$ cat src/rtl/logic_unit_seq_pkg.sv
// Shared definitions for logic_unit_seq.
// Holds the 4-bit ALUFun op codes (the original five AND/OR/XOR/NOR/MOV keep
// their encodings), the scan FSM state encoding and the is_iterative() helper
// that separates the multi-cycle bit-scan ops from the single-cycle ones.
package logic_unit_seq_pkg;

  // Single-cycle group
  localparam logic [3:0] OP_AND  = 4'b1000;
  localparam logic [3:0] OP_OR   = 4'b1110;
  localparam logic [3:0] OP_XOR  = 4'b0110;
  localparam logic [3:0] OP_NOR  = 4'b0001;
  localparam logic [3:0] OP_MOV  = 4'b1010;
  localparam logic [3:0] OP_NAND = 4'b0111;
  localparam logic [3:0] OP_XNOR = 4'b1001;
  localparam logic [3:0] OP_ANDN = 4'b0100;
  localparam logic [3:0] OP_ORN  = 4'b1101;
  localparam logic [3:0] OP_MOVB = 4'b1100;

  // Iterative group (operand A only)
  localparam logic [3:0] OP_CLZ  = 4'b0010;
  localparam logic [3:0] OP_POPC = 4'b0011;

  typedef enum logic {
    ST_IDLE = 1'b0,
    ST_SCAN = 1'b1
  } state_e;

  function automatic logic is_iterative(input logic [3:0] op);
    return (op == OP_CLZ) || (op == OP_POPC);
  endfunction

endpackage

$ cat src/rtl/logic_chunk_scan.sv
// Combinational bit-scan of one CHUNK-wide slice.
// Ports:
//   slice_i        in   CHUNK  slice to scan, bit CHUNK-1 is the most significant
//   slice_clz      out  CW     leading zeros from the MSB (CHUNK when all zero)
//   slice_popc     out  CW     number of set bits
//   slice_nonzero  out  1      slice contains at least one set bit
module logic_chunk_scan #(
  parameter int CHUNK = 8,
  parameter int CW    = $clog2(CHUNK + 1)
) (
  input  logic [CHUNK-1:0] slice_i,
  output logic [CW-1:0]    slice_clz,
  output logic [CW-1:0]    slice_popc,
  output logic             slice_nonzero
);

  logic seen;

  always_comb begin
    // NOTE: every variable gets a value before any conditional logic so the
    // block stays purely combinational and no latch is inferred.
    slice_clz  = CW'(CHUNK);
    slice_popc = '0;
    seen       = 1'b0;
    for (int i = CHUNK - 1; i >= 0; i--) begin
      if (slice_i[i]) begin
        slice_popc = slice_popc + CW'(1);
        if (!seen) begin
          slice_clz = CW'(CHUNK - 1 - i);
          seen      = 1'b1;
        end
      end
    end
    slice_nonzero = |slice_i;
  end

endmodule

$ cat src/rtl/logic_unit_seq.sv
// Handshaked logic unit: single-cycle bitwise ops plus multi-cycle CLZ/POPC
// that walk operand A one CHUNK slice per cycle, MSB slice first.
// Ports:
//   clk, reset           clock, synchronous active-high reset
//   in_valid / in_ready  operand handshake; in_ready depends only on state and
//                        the output register, never on in_valid
//   in_a, in_b, in_op    operands and ALUFun[3:0] op code
//   out_valid/out_ready  result handshake
//   out_data, out_err    result and illegal-op flag, held while stalled
module logic_unit_seq
  import logic_unit_seq_pkg::*;
#(
  parameter int WIDTH = 32,
  parameter int CHUNK = 8
) (
  input  logic             clk,
  input  logic             reset,
  input  logic             in_valid,
  output logic             in_ready,
  input  logic [WIDTH-1:0] in_a,
  input  logic [WIDTH-1:0] in_b,
  input  logic [3:0]       in_op,
  output logic             out_valid,
  input  logic             out_ready,
  output logic [WIDTH-1:0] out_data,
  output logic             out_err
);

  localparam int N     = WIDTH / CHUNK;
  localparam int CNT_W = (N > 1) ? $clog2(N) : 1;
  localparam int CW    = $clog2(CHUNK + 1);
  localparam int ACC_W = $clog2(WIDTH + 1);

  state_e             state_q, state_d;
  logic [WIDTH-1:0]   shift_q, shift_d;
  logic               popc_q, popc_d;
  logic               clz_done_q, clz_done_d;
  logic [CNT_W-1:0]   cnt_q, cnt_d;
  logic [ACC_W-1:0]   acc_q, acc_d, acc_next;
  logic               out_valid_q, out_valid_d;
  logic [WIDTH-1:0]   out_data_q, out_data_d;
  logic               out_err_q, out_err_d;

  logic [CW-1:0]      slice_clz, slice_popc;
  logic               slice_nonzero;
  logic               out_free, last_slice;

  // The slice under test is always the top CHUNK bits; the shifter moves the
  // next lower slice up each SCAN edge.
  logic_chunk_scan #(.CHUNK(CHUNK), .CW(CW)) u_scan (
    .slice_i       (shift_q[WIDTH-1 -: CHUNK]),
    .slice_clz     (slice_clz),
    .slice_popc    (slice_popc),
    .slice_nonzero (slice_nonzero)
  );

  function automatic logic [WIDTH:0] single_op(input logic [3:0] op,
                                               input logic [WIDTH-1:0] a,
                                               input logic [WIDTH-1:0] b);
    // Returns {err, data}
    case (op)
      OP_AND:  return {1'b0, a & b};
      OP_OR:   return {1'b0, a | b};
      OP_XOR:  return {1'b0, a ^ b};
      OP_NOR:  return {1'b0, ~(a | b)};
      OP_MOV:  return {1'b0, a};
      OP_NAND: return {1'b0, ~(a & b)};
      OP_XNOR: return {1'b0, ~(a ^ b)};
      OP_ANDN: return {1'b0, a & ~b};
      OP_ORN:  return {1'b0, a | ~b};
      OP_MOVB: return {1'b0, b};
      default: return {1'b1, {WIDTH{1'b0}}};
    endcase
  endfunction

  assign out_free   = !out_valid_q || out_ready;
  assign in_ready   = (state_q == ST_IDLE) && out_free;
  assign last_slice = (cnt_q == CNT_W'(N - 1));

  // CLZ stops accumulating once a slice with a set bit has been seen.
  always_comb begin
    acc_next = acc_q;
    if (popc_q)           acc_next = acc_q + ACC_W'(slice_popc);
    else if (!clz_done_q) acc_next = acc_q + ACC_W'(slice_clz);
  end

  always_comb begin
    state_d     = state_q;
    shift_d     = shift_q;
    popc_d      = popc_q;
    clz_done_d  = clz_done_q;
    cnt_d       = cnt_q;
    acc_d       = acc_q;
    out_valid_d = out_valid_q;
    out_data_d  = out_data_q;
    out_err_d   = out_err_q;

    // A consumed result clears unless a new one overwrites it below.
    if (out_valid_q && out_ready) out_valid_d = 1'b0;

    case (state_q)
      ST_IDLE: begin
        if (in_valid && in_ready) begin
          if (is_iterative(in_op)) begin
            state_d    = ST_SCAN;
            shift_d    = in_a;
            popc_d     = (in_op == OP_POPC);
            clz_done_d = 1'b0;
            cnt_d      = '0;
            acc_d      = '0;
          end else begin
            out_valid_d             = 1'b1;
            {out_err_d, out_data_d} = single_op(in_op, in_a, in_b);
          end
        end
      end
      ST_SCAN: begin
        // The final slice waits, accumulator frozen, for a free output slot.
        if (!last_slice || out_free) begin
          shift_d    = shift_q << CHUNK;
          cnt_d      = cnt_q + CNT_W'(1);
          acc_d      = acc_next;
          clz_done_d = clz_done_q | slice_nonzero;
          if (last_slice) begin
            state_d     = ST_IDLE;
            out_valid_d = 1'b1;
            out_data_d  = WIDTH'(acc_next);
            out_err_d   = 1'b0;
          end
        end
      end
      default: state_d = ST_IDLE;
    endcase
  end

  // NOTE: state is updated with non-blocking assignments so every register
  // samples the pre-edge value of every other register.
  always_ff @(posedge clk) begin
    if (reset) begin
      state_q     <= ST_IDLE;
      out_valid_q <= 1'b0;
      out_data_q  <= '0;
      out_err_q   <= 1'b0;
      cnt_q       <= '0;
    end else begin
      state_q     <= state_d;
      out_valid_q <= out_valid_d;
      out_data_q  <= out_data_d;
      out_err_q   <= out_err_d;
      cnt_q       <= cnt_d;
    end
  end

  // NOTE: scan datapath registers carry no reset; they are always loaded on
  // acceptance before being read, so resetting them would only add logic.
  always_ff @(posedge clk) begin
    shift_q    <= shift_d;
    popc_q     <= popc_d;
    clz_done_q <= clz_done_d;
    acc_q      <= acc_d;
  end

  assign out_valid = out_valid_q;
  assign out_data  = out_data_q;
  assign out_err   = out_err_q;

endmodule
$ cat config.mk
export PLATFORM = sky130hd
export DESIGN_NAME = logic_unit_seq
export DESIGN_NICKNAME = d
export VERILOG_FILES = /design/src/rtl/logic_unit_seq_pkg.sv /design/src/rtl/logic_chunk_scan.sv /design/src/rtl/logic_unit_seq.sv
export SDC_FILE = /design/constraint.sdc
export NUM_CORES = 1
export LEC_CHECK = 0
export BUFFER_PORTS_ARGS = -buffer_cell sky130_fd_sc_hd__buf_2
export CORE_MARGIN = 4
export CORE_UTILIZATION = 55
export DETAILED_ROUTE_END_ITERATION = 10
export PLACE_DENSITY_LB_ADDON = 0.2
export SYNTH_ARGS = -nofsm -noshare
export SYNTH_HDL_FRONTEND = slang
export SYNTH_SLANG_ARGS = --single-unit
$ cat constraint.sdc
create_clock -name clk -period 5.6 [get_ports clk]
set_input_delay 0.56 -clock clk [delete_from_list [all_inputs] [get_ports clk]]
set_output_delay 0.56 -clock clk [all_outputs]
set_load 0.005 [all_outputs]
==> results of run 1 <==
-- where the power goes --
group	leakage (nW)	total, mW	switching [mW]	internal, mW
clock	0.156	0.617	0.257	0.360
sequential	0.667	0.637	0.0162	0.620
combinational	3.40	0.501	0.307	0.194
total	4.22	1.75	0.580	1.17
-- worst reg2reg max path, stage by stage (launching register included) --
cell	delay (ns)
edfxtp_1	0.40
inv_1	0.08
ha_1	0.40
xnor2_2	0.25
inv_1	0.14
ha_1	0.38
xnor2_1	0.17
o22ai_1	0.10
or2_2	0.29
ha_1	0.28
xnor2_1	0.16
nand3_1	0.11
nand3_1	0.15
ha_1	0.24
mux2_2	0.30
ha_1	0.27
a21o_1	0.16
a21oi_1	0.20
nor2b_1	0.07
o311a_1	0.30
mux2i_1	0.19
inv_1	0.06
-- per-layer routing --
| layer | up-vias | share of wire, % | routed length [µm] | GRT usage, % |
|---|---|---|---|---|
| li1 | 3796 | - | - | - |
| met1 | 3677 | 43 | 10540 | 38.95 |
| met2 | 347 | 47 | 11480 | 46.44 |
| met3 | 44 | 7.9 | 1930 | 5.203 |
| met4 | 2 | 2.1 | 507 | 8.348 |
| met5 | - | 0.082 | 20 | 0 |
-- area by class of cell --
| type | instances | area share (%) |
|---|---|---|
| Timing Repair Buffer | 121 | 6.995 |
| Multi-Input combinational cell | 789 | 62.30 |
| Tap cell | 184 | 2.504 |
| Inverter | 90 | 3.674 |
| Clock buffer | 12 | 3.035 |
| Clock inverter | 4 | 0.3538 |
| Sequential cell | 77 | 21.13 |
-- kinds of logic after synthesis --
group | count (synthesis) | share of synthesized area, %
flops | 77 | 23.47
mux | 29 | 3.539
fa+ha+maj | 149 | 22.70
buf+inv | 156 | 7.456
xor+xnor | 21 | 2.722
compound gates | 307 | 25.21
simple gates | 283 | 14.90
-- stage by stage --
stage	util, %	hold WS, ns	instance area (µm²)	power, mW	setup WS [ns]
3_3_place_gp	60.65	0.4391	8882	1.129	0.7394
4_1_cts	62.78	0.4538	9194	1.754	0.6613
6_report	62.78	0.4495	9194	1.755	0.6791
2_1_floorplan	-	0.4435	8273	0.9785	0.9305
5_1_grt	62.78	0.4683	9194	1.839	0.2624
3_5_place_dp	60.65	0.4441	8882	1.140	0.6646
-- flip-flops by register name, indices dropped and copies added, names as in the netlist --
name        cells
out_data       32
shift_q        32
acc_q           6
cnt_q           2
clz_done_q      1
out_err         1
out_valid       1
popc_q          1
state_q         1
-- worst paths after layout --
path,startpoint,end,depth (start not counted)
max,shift_q[30],acc_q[5],21
min reg2reg,out_data[15],out_data[15],2
min,out_data[15],out_data[15],2
max reg2reg,shift_q[30],acc_q[5],21
-- synth_stat cells, types with 13 or more instances --
cell type / number
dfxtp_1: 37
nor2_1: 84
inv_1: 90
o22ai_1: 20
nand2_1: 120
ha_1: 146
a211oi_1: 13
nor3_1: 18
buf_2: 19
mux2i_1: 27
a21oi_1: 59
clkbuf_1: 38
nand3_1: 14
a221o_1: 14
nor2b_1: 17
edfxtp_1: 40
a22oi_1: 30
o21ai_0: 75
==> results.json, run 1 <==
{
  "core_um2": 14640,
  "p_per_area_nw_per_um2": 190.9,
  "dpl.hpwl_mm": 17.81,
  "rsz0062_at_grt": "no",
  "grt-ovfl-total": 0,
  "portBuffers": 106,
  "min_period_over_period_pct": 87.87,
  "worstMarginPinSlew_ns": 1.052,
  "fin_cells": 1277,
  "slew_headroom_pct": 29.60,
  "cts_buffer_depth": 2,
  "crit_family": "adder cells",
  "vias": 7866,
  "clock.fmax_ghz": 0.2032,
  "grt_usage_pct": 28.58,
  "antenna_found_initial": 1,
  "clkLatencyLatePin_ns": 0.35,
  "synthesis.area_um2": 8273,
  "first_iter_violations": 786,
  "fillers": 1301,
  "rows": 44,
  "tns_ns": 0,
  "slowest_stage": "edfxtp_1",
  "syn_inst": 1022,
  "cts_hold_buffers": 0,
  "power_leakage_nw": 4.221,
  "crit_buf_inv": 3,
  "ctsResizeCount": 0,
  "crit_chain": "inv_1 -> ha_1 -> xnor2_2 -> inv_1 -> ha_1 -> xnor2_1 -> o22ai_1 -> or2_2 -> ha_1 -> xnor2_1 -> nand3_1 -> nand3_1 -> ha_1 -> mux2_2 -> ha_1 -> a21o_1 -> a21oi_1 -> nor2b_1 -> o311a_1 -> mux2i_1 -> inv_1",
  "regArea_um2": 1943,
  "drv_cap": 0,
  "synth_area_leaders": "ha_1 22%, edfxtp_1 15%, dfxtp_1 9.0%",
  "syn_to_final_growth_pct": 11.13,
  "avgRoutedWirePerCell_um": 19.17,
  "synth_top_area_share_pct": 22.08,
  "setup_viol": 0,
  "ant_nets": 0,
  "async_flop_share_pct": 0,
  "final_layout_size_suffix_gt1_share_pct": 13.91,
  "avgSynthCellArea_um2": 8.095,
  "cp-start-kind": "flop",
  "worst_path_largest_cell_delay_ns": 0.40,
  "synthDistinctLibCells": 67,
  "worstPathArrival_ns": 5.03,
  "grt_pass1_wl_mm": 38.21,
  "synth-seq-cells": 77,
  "gp_congestion": 0.8892,
  "drc_errors": 0,
  "cts_tree": "built",
  "synth_edf_count": 40,
  "grt_max_degree": 69,
  "hold_path.class": "flop to flop",
  "status": "completed",
  "path_common_cell": "ha_1",
  "fp.dieW_um": 130.6,
  "yosysWarningCount": 0,
  "final_cell_mix": "146 x ha_1, 120 x nand2_1, 106 x buf_2",
  "critical_path.endpoint_type": "flop",
  "cp_max_fo": 6,
  "multi_input_area_um2": 5728,
  "r2r_setup_slack_ns": 0.68,
  "ys_seq_area_share_pct": 23.47,
  "cts_buffers": 9,
  "hold_violations": 0,
  "finalClockSkew_ns": 0.01053,
  "synth_largest_area_cell": "ha_1",
  "drt_wl_total_mm": 24.47,
  "first_pass_iters": 7,
  "vdd_drop_max_mv": 0.1770,
  "cts_root_buf": "clkbuf_16",
  "clk_pin_slew_ns": 0.06,
  "synth_flop_cell": "edfxtp_1",
  "path_class": "flop to flop",
  "initial_core_util_pct": 56.49,
  "period_needed_ns": 4.921,
  "dieArea_um2": 17070,
  "placed_cells": 1261,
  "clock_sinks": 77,
  "syn-num-nets": 1242,
  "chipHeight_um": 130.6,
  "cts-htree-levels": 3,
  "diodes": 0,
  "postCtsSetupBuffers": 0,
  "vias_per_cell": 6.160,
  "slew_viol_final": 0,
  "critPathRequiredTime_ns": 5.71,
  "nets": 1308,
  "final_common_cell": "ha_1",
  "first_global_vias": 7271,
  "io_pins": 107
}
Note: power is estimated with default switching activity, not from simulation.
==> inputs of run 2 (changes only) <==
--- a/config.mk
+++ b/config.mk
@@ -6,8 +6,9 @@
 export NUM_CORES = 1
 export LEC_CHECK = 0
 export BUFFER_PORTS_ARGS = -buffer_cell sky130_fd_sc_hd__buf_2
+export CORE_ASPECT_RATIO = 0.75
 export CORE_MARGIN = 4
-export CORE_UTILIZATION = 55
+export CORE_UTILIZATION = 39
 export DETAILED_ROUTE_END_ITERATION = 10
 export PLACE_DENSITY_LB_ADDON = 0.2
 export SYNTH_ARGS = -nofsm -noshare
==> run 2 against run 1 <==
Global-route usage shrank 6.7 points. Wire length rose by 7.2%. Non-clock buffer count rose by 4. Count of clock-buffer cells in the layout fell by 2. Clock power up 5.5%. Critical path type unchanged. Critical endpoint unchanged.
==> results.json, run 2 (same netlist as run 1, synthesis figures left out) <==
{
  "cp_max_fo": 6,
  "diodes": 0,
  "first_global_vias": 7277,
  "grt_pass1_wl_mm": 40.87,
  "design_area_um2": 9359,
  "initial_core_util_pct": 40.26,
  "cts_root_buf": "clkbuf_16",
  "worst_path_largest_cell_delay_ns": 0.41,
  "dpl.hpwl_mm": 19.39,
  "final_layout_size_suffix_gt1_share_pct": 14.40,
  "postCtsSetupBuffers": 0,
  "slowest_stage": "ha_1",
  "cp-start-kind": "flop",
  "setup_viol": 0,
  "hold_violations": 0,
  "ff2ff_path_depth": 21,
  "crit_chain": "inv_1 -> ha_1 -> xnor2_2 -> inv_1 -> ha_1 -> xnor2_1 -> o22ai_1 -> or2_2 -> ha_1 -> xnor2_1 -> nand3_1 -> nand3_1 -> ha_1 -> mux2_2 -> ha_1 -> a21o_1 -> a21oi_1 -> nor2b_1 -> o311a_1 -> mux2i_1 -> inv_1",
  "ant_nets": 0,
  "final_cell_mix": "146 x ha_1, 120 x nand2_1, 106 x buf_2",
  "syn_to_final_growth_pct": 13.13,
  "worstMarginPinSlew_ns": 1.199,
  "place_area_um2": 9034,
  "clkLatencyLatePin_ns": 0.35,
  "swShare_pct": 33.39,
  "drt_wl_total_mm": 26.24,
  "vias_per_cell": 5.631,
  "slew_headroom_pct": 19.76,
  "tns_ns": 0,
  "preCtsSetupSlack_ns": 0.6155,
  "chipHeight_um": 134.1,
  "drc_errors": 0,
  "fp.dieW_um": 176.2,
  "first_pass_iters": 5,
  "hold_path.class": "flop to flop",
  "final_common_cell": "ha_1",
  "switching_power_mw": 0.5997,
  "rsz0062_at_grt": "no",
  "pwr-share-seq_pct": 35.5,
  "cts_hold_buffers": 0,
  "first_iter_violations": 795,
  "status": "completed",
  "antenna_found_initial": 1,
  "grt_max_degree": 44,
  "min_period_over_period_pct": 89.15,
  "power_frac_comb_pct": 28.2,
  "ctsResizeCount": 0,
  "min_path_cells": 2,
  "critical_path.endpoint_type": "flop",
  "dieArea_um2": 23630,
  "portBuffers": 106,
  "core_um2": 20550,
  "internal_power_mw": 1.197,
  "period_needed_ns": 4.992,
  "clock.fmax_ghz": 0.2003,
  "nets": 1312,
  "cts_tree": "built",
  "worstPathArrival_ns": 5.11,
  "cts_buffers": 9,
  "cts_buffer_depth": 2,
  "p_clk_share_pct": 36.2,
  "p_per_area_nw_per_um2": 191.9,
  "vias": 7765,
  "clk_pin_slew_ns": 0.07,
  "grt-ovfl-total": 0,
  "grt_usage_pct": 21.87,
  "vdd_drop_max_mv": 0.1249,
  "avgRoutedWirePerCell_um": 19.03,
  "utilization_pct": 45.54,
  "io_pins": 107,
  "critPathRequiredTime_ns": 5.71,
  "path_class": "flop to flop",
  "rows": 45,
  "cts-htree-levels": 3,
  "layout_setup_ws_ns": 0.6076,
  "finalClockSkew_ns": 0.01268,
  "drv_cap": 0,
  "gp_congestion": 0.8951,
  "path_common_cell": "ha_1",
  "power_leakage_nw": 4.240,
  "clock_sinks": 77,
  "slew_viol_final": 0
}
## run 2: stage by stage
stage / hold WS (ns) / cells / total power, mW
CTS: 0.4558 / 1379 / 1.802
finish: 0.4530 / 1379 / 1.796
floorplan: 0.4435 / 1022 / 0.9785
detailed placement: 0.4462 / 1363 / 1.149
global placement: 0.4385 / 1363 / 1.144
global route: 0.4775 / 1379 / 1.891
## run 2: worst max-delay path, delay by kind of cell, from the launching register on
family                     cells  cell delay [ns]
buffers and inverters          3             0.27
AOI/OAI and AO/OA              4             0.79
and+or+nand+nor                4             0.57
DFF                            1             0.40
muxes                          2             0.50
xor gates and xnor gates       3             0.57
adders and majority gates      5             1.66
## run 2: area by class of cell
cell class / instances / area (µm²)
Fill cell: 2066 / 11190
Multi-Input combinational cell: 789 / 5727
Sequential cell: 77 / 1943
Timing Repair Buffer: 125 / 673.1
Tap cell: 282 / 352.8
Inverter: 90 / 337.8
Clock buffer: 10 / 250.2
Clock inverter: 6 / 75.07
## run 2: routing by layer
metal | routed length [µm] | GRT usage (%)
met2 | 10380 | 30.95
met5 | 8 | 0
met4 | 480 | 5.584
met1 | 13150 | 33.52
met3 | 2219 | 4.536
## run 2: final timing paths
path	from	endpoint	slack (ns)
setup / recovery	shift_q[30]	acc_q[5]	0.61
setup reg to reg	shift_q[30]	acc_q[5]	0.61
hold reg to reg	out_data[15]	out_data[15]	0.45
hold / removal	out_data[15]	out_data[15]	0.45
## run 2: power groups by stage
stage	Combinational, mW	Clock [mW]	Sequential, mW
3_5_place_dp	0.498	0	0.650
4_1_cts	0.501	0.663	0.638
2_1_floorplan	0.334	0	0.645
6_report	0.507	0.651	0.638
3_3_place_gp	0.494	0	0.650
5_1_grt	0.565	0.685	0.641
